`src/rtl/multi_alarm_unit.sv`:
```
// -----------------------------------------------------------------------------
// multi_alarm_unit
//
// Purpose:
//   Bank of N_ALARMS alarm channels, each holding an editable HH:MM time and an
//   armed bit. A shared three-state FSM (IDLE / RINGING / SNOOZED) rings when an
//   armed channel matches the current time on a minute tick. A ring ends on
//   stop, on disarming the ringing channel, or after RING_TIMEOUT minutes.
//
// Configuration:
//   MULTI_ALARM_SNOOZE_EN  defined   -> snooze input moves RINGING to SNOOZED,
//                                       which re-rings after SNOOZE_MIN ticks.
//                          undefined -> snooze input is ignored and SNOOZED is
//                                       never entered.
//
// Ports:
//   clk_out        in   clock, all state changes on the rising edge
//   reset          in   synchronous active-low reset
//   ch_sel         in   channel selected for edit and display
//   en_minutes     in   step selected channel minutes each clock while high
//   en_hours       in   step selected channel hours each clock while high
//   up_down        in   1 = increment, 0 = decrement
//   arm_toggle     in   pulse, toggle armed bit of the selected channel
//   cur_minutes    in   current time minutes (0..59)
//   cur_hours      in   current time hours (0..23)
//   minute_tick    in   pulse when the current time changes minute
//   stop           in   pulse, silence the alarm
//   snooze         in   pulse, snooze the alarm
//   minutes_units  out  selected channel minutes mod 10
//   minutes_tens   out  selected channel minutes / 10
//   hours_units    out  selected channel hours mod 10
//   hours_tens     out  selected channel hours / 10
//   armed          out  armed bit per channel
//   ring           out  high while ringing
//   ring_ch        out  channel that triggered the most recent ring
// -----------------------------------------------------------------------------
module multi_alarm_unit #(
  parameter int N_ALARMS     = 4,
  parameter int SNOOZE_MIN   = 5,
  parameter int RING_TIMEOUT = 10,
  localparam int CW          = (N_ALARMS > 1) ? $clog2(N_ALARMS) : 1
) (
  input  logic                clk_out,
  input  logic                reset,
  input  logic [CW-1:0]       ch_sel,
  input  logic                en_minutes,
  input  logic                en_hours,
  input  logic                up_down,
  input  logic                arm_toggle,
  input  logic [5:0]          cur_minutes,
  input  logic [4:0]          cur_hours,
  input  logic                minute_tick,
  input  logic                stop,
  input  logic                snooze,
  output logic [3:0]          minutes_units,
  output logic [2:0]          minutes_tens,
  output logic [3:0]          hours_units,
  output logic [1:0]          hours_tens,
  output logic [N_ALARMS-1:0] armed,
  output logic                ring,
  output logic [CW-1:0]       ring_ch
);

  typedef enum logic [1:0] {
    ST_IDLE,
    ST_RINGING,
    ST_SNOOZED
  } state_e;

`ifdef MULTI_ALARM_SNOOZE_EN
  localparam bit SnoozeEn = 1'b1;
`else
  localparam bit SnoozeEn = 1'b0;
`endif

  // Per-channel time and arm state
  logic [5:0]          min_q [N_ALARMS];
  logic [5:0]          min_d [N_ALARMS];
  logic [4:0]          hr_q  [N_ALARMS];
  logic [4:0]          hr_d  [N_ALARMS];
  logic [N_ALARMS-1:0] armed_q, armed_d;

  // Ring FSM
  state_e              state_q, state_d;
  logic                ring_q;
  logic [CW-1:0]       ring_ch_q, ring_ch_d;
  logic [5:0]          ring_cnt_q, ring_cnt_d;
  logic [5:0]          snz_cnt_q, snz_cnt_d;

  logic                sel_valid;
  logic                match_any;
  logic [CW-1:0]       match_idx;
  logic                disarm_ring;
  logic                snooze_eff;
  logic [5:0]          sel_min;
  logic [4:0]          sel_hr;

  // Wrapping single steps; minutes never carry into hours.
  function automatic logic [5:0] step_min(input logic [5:0] v, input logic up);
    if (up) return (v == 6'd59) ? 6'd0 : v + 6'd1;
    else    return (v == 6'd0) ? 6'd59 : v - 6'd1;
  endfunction

  function automatic logic [4:0] step_hr(input logic [4:0] v, input logic up);
    if (up) return (v == 5'd23) ? 5'd0 : v + 5'd1;
    else    return (v == 5'd0) ? 5'd23 : v - 5'd1;
  endfunction

  assign sel_valid  = (int'(ch_sel) < N_ALARMS);
  assign snooze_eff = SnoozeEn && snooze;

  // Toggling the ringing channel always disarms it, since only an armed
  // channel can have started the ring.
  assign disarm_ring = arm_toggle && sel_valid && (ch_sel == ring_ch_q) &&
                       armed_q[ring_ch_q];

  // Lowest-index armed channel matching the current time.
  always_comb begin
    match_any = 1'b0;
    match_idx = '0;
    for (int i = N_ALARMS - 1; i >= 0; i--) begin
      if (armed_q[i] && (min_q[i] == cur_minutes) && (hr_q[i] == cur_hours)) begin
        match_any = 1'b1;
        match_idx = CW'(i);
      end
    end
  end

  // Channel edits
  // NOTE: every variable written here gets a default first, so no latch is inferred.
  always_comb begin
    min_d   = min_q;
    hr_d    = hr_q;
    armed_d = armed_q;
    if (sel_valid) begin
      if (en_minutes) min_d[ch_sel] = step_min(min_q[ch_sel], up_down);
      if (en_hours)   hr_d[ch_sel]  = step_hr(hr_q[ch_sel], up_down);
      if (arm_toggle) armed_d[ch_sel] = ~armed_q[ch_sel];
    end
  end

  // Ring FSM next state; stop, snooze and disarm take priority over the tick.
  always_comb begin
    state_d    = state_q;
    ring_ch_d  = ring_ch_q;
    ring_cnt_d = ring_cnt_q;
    snz_cnt_d  = snz_cnt_q;
    unique case (state_q)
      ST_IDLE: begin
        if (minute_tick && match_any && !stop && !snooze_eff) begin
          state_d    = ST_RINGING;
          ring_ch_d  = match_idx;
          ring_cnt_d = '0;
        end
      end
      ST_RINGING: begin
        if (disarm_ring || stop) begin
          state_d = ST_IDLE;
        end else if (snooze_eff) begin
          state_d   = ST_SNOOZED;
          snz_cnt_d = 6'(SNOOZE_MIN);
        end else if (minute_tick) begin
          ring_cnt_d = ring_cnt_q + 6'd1;
          if (ring_cnt_d == 6'(RING_TIMEOUT)) state_d = ST_IDLE;
        end
      end
      ST_SNOOZED: begin
        if (disarm_ring || stop) begin
          state_d = ST_IDLE;
        end else if (snooze_eff) begin
          snz_cnt_d = 6'(SNOOZE_MIN);
        end else if (minute_tick) begin
          snz_cnt_d = snz_cnt_q - 6'd1;
          if (snz_cnt_q == 6'd1) begin
            state_d    = ST_RINGING;
            ring_cnt_d = '0;
          end
        end
      end
      default: state_d = ST_IDLE;
    endcase
  end

  // NOTE: sequential state uses non-blocking assignments only.
  always_ff @(posedge clk_out) begin
    if (!reset) begin
      // NOTE: the channel time array is flops and must come up 00:00, so it is reset explicitly.
      for (int i = 0; i < N_ALARMS; i++) begin
        min_q[i] <= '0;
        hr_q[i]  <= '0;
      end
      armed_q    <= '0;
      state_q    <= ST_IDLE;
      ring_q     <= 1'b0;
      ring_ch_q  <= '0;
      ring_cnt_q <= '0;
      snz_cnt_q  <= '0;
    end else begin
      min_q      <= min_d;
      hr_q       <= hr_d;
      armed_q    <= armed_d;
      state_q    <= state_d;
      ring_q     <= (state_d == ST_RINGING);
      ring_ch_q  <= ring_ch_d;
      ring_cnt_q <= ring_cnt_d;
      snz_cnt_q  <= snz_cnt_d;
    end
  end

  // Display of the selected channel, zero for an out-of-range selection.
  assign sel_min = sel_valid ? min_q[ch_sel] : 6'd0;
  assign sel_hr  = sel_valid ? hr_q[ch_sel]  : 5'd0;

  assign minutes_units = 4'(sel_min % 6'd10);
  assign minutes_tens  = 3'(sel_min / 6'd10);
  assign hours_units   = 4'(sel_hr % 5'd10);
  assign hours_tens    = 2'(sel_hr / 5'd10);

  assign armed   = armed_q;
  assign ring    = ring_q;
  assign ring_ch = ring_ch_q;

endmodule

```
`config.mk`:
```
export PLATFORM = sky130hd
export DESIGN_NAME = multi_alarm_unit
export DESIGN_NICKNAME = d
export VERILOG_FILES = /design/src/rtl/multi_alarm_unit.sv
export SDC_FILE = /design/constraint.sdc
export NUM_CORES = 1
export LEC_CHECK = 0
export ABC_AREA = 1
export CAP_MARGIN = 20
export CELL_PAD_IN_SITES_DETAIL_PLACEMENT = 1
export CELL_PAD_IN_SITES_GLOBAL_PLACEMENT = 2
export CORE_MARGIN = 8
export CORE_UTILIZATION = 36
export CTS_BUF_LIST = sky130_fd_sc_hd__clkbuf_8
export DETAILED_ROUTE_END_ITERATION = 16
export GPL_ROUTABILITY_DRIVEN = 1
export GPL_TIMING_DRIVEN = 0
export PLACE_DENSITY = 0.95
export SLEW_MARGIN = 20
export SYNTH_ARGS = -nofsm -noshare
export SYNTH_HDL_FRONTEND = slang
export SYNTH_SLANG_ARGS = --single-unit
export TNS_END_PERCENT = 30
```
`constraint.sdc`:
```
create_clock -name clk_out -period 8.8 [get_ports clk_out]
set_clock_uncertainty 0.2 [all_clocks]
set_input_delay 0.88 -clock clk_out [delete_from_list [all_inputs] [get_ports clk_out]]
set_output_delay 0.88 -clock clk_out [all_outputs]
set_load 0.01 [all_outputs]
```
==> key figures <==
Setup path
  • Reg2reg start: min_q[6]
  • Slowest-stage cell, CP: clkdlybuf4s50_1
  • WP depth: 20
  • Worst Path Required: between 7000 and 8000 ps
  • Largest fanout on the critical path: 10
  • Buf/Inv on CP: 5
  • Crit path launch type: primary input
  • Crit-path cells: clkdlybuf4s50_1 > inv_2 > nand2_2 > buf_6 > nor2_1 > nor3_2 > o21ai_2 > ha_1 > inv_1 > nand2_1 > nand2_1 > nand2_1 > and2_1 > ha_1 > nor2_1 > nand3_1 > nand2_1 > nand2_2 > o21ai_1 > clkdlybuf4s50_1
  • Setup CP Type: primary input to output port
  • Setup crit end kind: output port
  • Most numerous cell on the critical path: nand2_1
  • Crit-path max cell delay: 620 ps
  • Crit path max-delay family: buffers and inverters
  • CP arrival: 4430 ps
  • Worst setup startpoint: ch_sel[1]
  • R2R depth: 13

Route
  • Residual DRC: 0
  • Drt wl/cell: 16.8 um
  • DR vias/cell: ~5.2
  • Vias: 5367
  • Antenna viol nets, final: 0
  • 1st-iter DRT viols: about 230
  • Drt pass-1 iters: 4
  • Total Wirelength: approximately 17000 um

Placement
  • Dpl hpwl: ~14000 um
  • # port buffers: 39
  • GP Congestion: 0.884

Synth
  • Xor/xnor share of the synthesized area: 0.0397
  • Synthesized Nets: between 800 and 900
  • Synth warnings: 0
  • Largest family of logic cells by synthesized area: simple AND/OR/NAND/NOR gates
  • Distinct cell type count after synthesis: between 40 and 50
  • Yosys reg bits: 65
  • Synth Area per Inst: 6.31 um^2
  • Synth Area in Compound Gates: 0.167
  • Adder-Cell Fraction of Synth Area: 0.0518
  • Seq/Total Area, Yosys: 0.257
  • Post-synth EDFFs: 0
  • Top FF cell, synth: dfxtp_1
  • Asr flop ratio synth: 0
  • Mux cell area share after synthesis: 0
  • Post-Synthesis Cells: 803
  • Simple-Gate Fraction of Synth Area: 0.346
  • Synth Cell Area: 0.00507 mm^2

Power
  • Tot Pwr: around 810 uW
  • Pint: around 550 uW
  • Combinational group share of total power: 0.262
  • Psw: around 270 uW
  • Sw Share: 0.327
  • Max IR drop VDD: 88.1 uV
  • Pwr Density: ~140 mW/mm^2
  • Clock share of power: 0.348
  • Leakage: 0.00289 uW
  • Sequential Power Share: 0.390

Global route
  • Busiest grt layer: met2
  • GR Util met3: 0.0539
  • Met2 Use GR: 0.338
  • Grt ovf: 0
  • Vias in the first global route: around 5600
  • Largest net degree at the start of global routing: 11
  • Initial antenna violation count: 0
  • Met1 GRT Util: 0.244
  • Global-route wire length before repair: slightly below 30000 um
  • Tot GR Track Use: 0.200

CTS
  • # clock sinks: 65
  • Postcts setup bufs: 0
  • Hold-fix buffers, CTS: 0
  • Post-CTS resize count: 0
  • Clk slew on worst S/H paths: about 70 ps
  • H-tree Lvls: 3
  • Clock Tree Root: clkbuf_8
  • CTS buffer count: 9
  • Clock Tree Buf Depth: 2
  • CTS tree: built
  • Clk Latency, worst-skew pair: between 300 and 400 ps

Timing
  • Total negative slack: 0 ps
  • Max-slew violation count: 0
  • Final setup viols: 0
  • Fin. Hold Viols: 0
  • Worst-margin pin slew: 693 ps
  • Fmax achieved: 181 MHz
  • Worst slew margin: 0.536
  • Fin crit period: about 5500 ps
  • RSZ-0062 raised after global routing: false
  • Final period util: 0.626

Floorplanning
  • Core Area: between 0.01 and 0.015 mm^2
  • Starting Density: 0.367
  • Die height: 135 um
  • Die Wd: 135 um
  • # IOs: 42
  • Die ar.: between 0.015 and 0.02 mm^2
  • Row cnt: 43

Hold path
  • WHS Path Cells: 2
  • Hold Path Origin: snz_cnt_q[3]
  • Type of the most critical hold path: flip-flop to flip-flop

Finish
  • Post-layout util: 0.426
  • Area added between synthesis and finish: 16.3%
  • Antenna cells: 0
  • Layout cells sized above 1: 0.0992
  • Final nets: 896

Flow run
  • Max Cap Violations: 0

Status
  • Status: finished, final reports clean
## worst paths after layout
| path | to | slack (ps) |
|---|---|---|
| min reg2reg | snz_cnt_q[3] | 300 |
| max reg2reg | min_q[17] | 6290 |
| max | hours_units[2] | 3290 |
| min | snz_cnt_q[3] | 300 |
## cell usage in the layout (no fill, tap or decap), types with 6 or more instances in the layout
cell / Yosys / routed
ha_1: 21 / 21
nand2_2: 20 / 20
clkbuf_8: 0 / 10
dfxtp_1: 65 / 65
o21ai_2: 7 / 7
inv_2: 10 / 10
nand2_1: 183 / 183
clkdlybuf4s50_1: 0 / 39
o21ai_1: 15 / 15
xor2_1: 18 / 18
o21ai_0: 30 / 30
buf_6: 6 / 6
nand4_1: 16 / 16
o21a_1: 6 / 6
nand3_1: 67 / 67
o22ai_1: 12 / 12
inv_1: 144 / 146
clkbuf_1: 7 / 7
nor3_1: 9 / 9
a21oi_1: 58 / 58
nor2_1: 56 / 56
## through the flow
step,std cells,hold WS [ps],area [um^2],setup WS (ps)
final,1037,300,5890,3290
after global routing,1037,343,5890,3030
after CTS,1037,304,5890,3280
after detailed placement,1022,294,5680,3300
after global placement,1022,279,5680,3430
after floorplan,803,264,5070,4570
## layout make-up
type / count / area, um^2
Buffer: 15 / 104
Clock buffer: 10 / 138
Clock inverter: 5 / 72.6
Fill cell: 1846 / 7930
Inverter: 158 / 601
Multi-Input combinational cell: 565 / 3060
Sequential cell: 65 / 1300
Tap cell: 180 / 225
Timing Repair Buffer: 39 / 390
## per-layer routing
| layer | share of wire | routed length, um |
|---|---|---|
| met5 | 0 | 0 |
| met4 | 0.021 | 361 |
| met3 | 0.068 | 1180 |
| met2 | 0.47 | 8160 |
| met1 | 0.44 | 7750 |
## cell families (layout without fill, tap and decap cells)
logic type,Yosys count,count (layout)
AO/OA/AOI/OAI,144,144
XOR/XNOR,23,23
buffers and inverters,173,227
adder cells (fa/ha/maj),21,21
flip-flops,65,65
AND/OR/NAND/NOR,377,377
## Yosys cell counts, types with 2 or more instances
cell / number / share of area
nand2_1: 183 / 0.14
inv_1: 144 / 0.11
nand3_1: 67 / 0.066
dfxtp_1: 65 / 0.26
a21oi_1: 58 / 0.057
nor2_1: 56 / 0.041
o21ai_0: 30 / 0.030
ha_1: 21 / 0.052
nand2_2: 20 / 0.025
xor2_1: 18 / 0.031
nand4_1: 16 / 0.020
o21ai_1: 15 / 0.015
o22ai_1: 12 / 0.015
inv_2: 10 / 0.0074
nor3_1: 9 / 0.0089
clkbuf_1: 7 / 0.0052
o21ai_2: 7 / 0.012
buf_6: 6 / 0.013
o21a_1: 6 / 0.0089
nor2_2: 5 / 0.0062
o211ai_1: 5 / 0.0074
xnor2_1: 5 / 0.0086
inv_4: 3 / 0.0037
nand2_4: 3 / 0.0067
o2111ai_1: 3 / 0.0052
buf_2: 2 / 0.0020
nand3_2: 2 / 0.0039
nand3b_1: 2 / 0.0030
nor2_4: 2 / 0.0044
nor3_2: 2 / 0.0039
nor3_4: 2 / 0.0064
o221ai_1: 2 / 0.0035
## power groups by stage
stage               Clock (uW)  Sequential (uW)  Combinational, uW
floorplan                    0              320                137
global placement             0              323                203
detailed placement           0              323                211
CTS                        292              317                213
global route               309              318                236
finish                     283              317                213
## worst min-delay path, cell delays in order (launching register included)
cell and delay [ps]:
dfxtp_1 320, o21ai_0 70, a21oi_1 60
## sequential cells by signal, indices dropped and copies added, names as in the netlist
register    count
armed           4
hr_q           20
min_q          24
ring            1
ring_ch         2
ring_cnt_q      6
snz_cnt_q       6
state_q         2
Note: power is estimated with default switching activity, not from simulation.
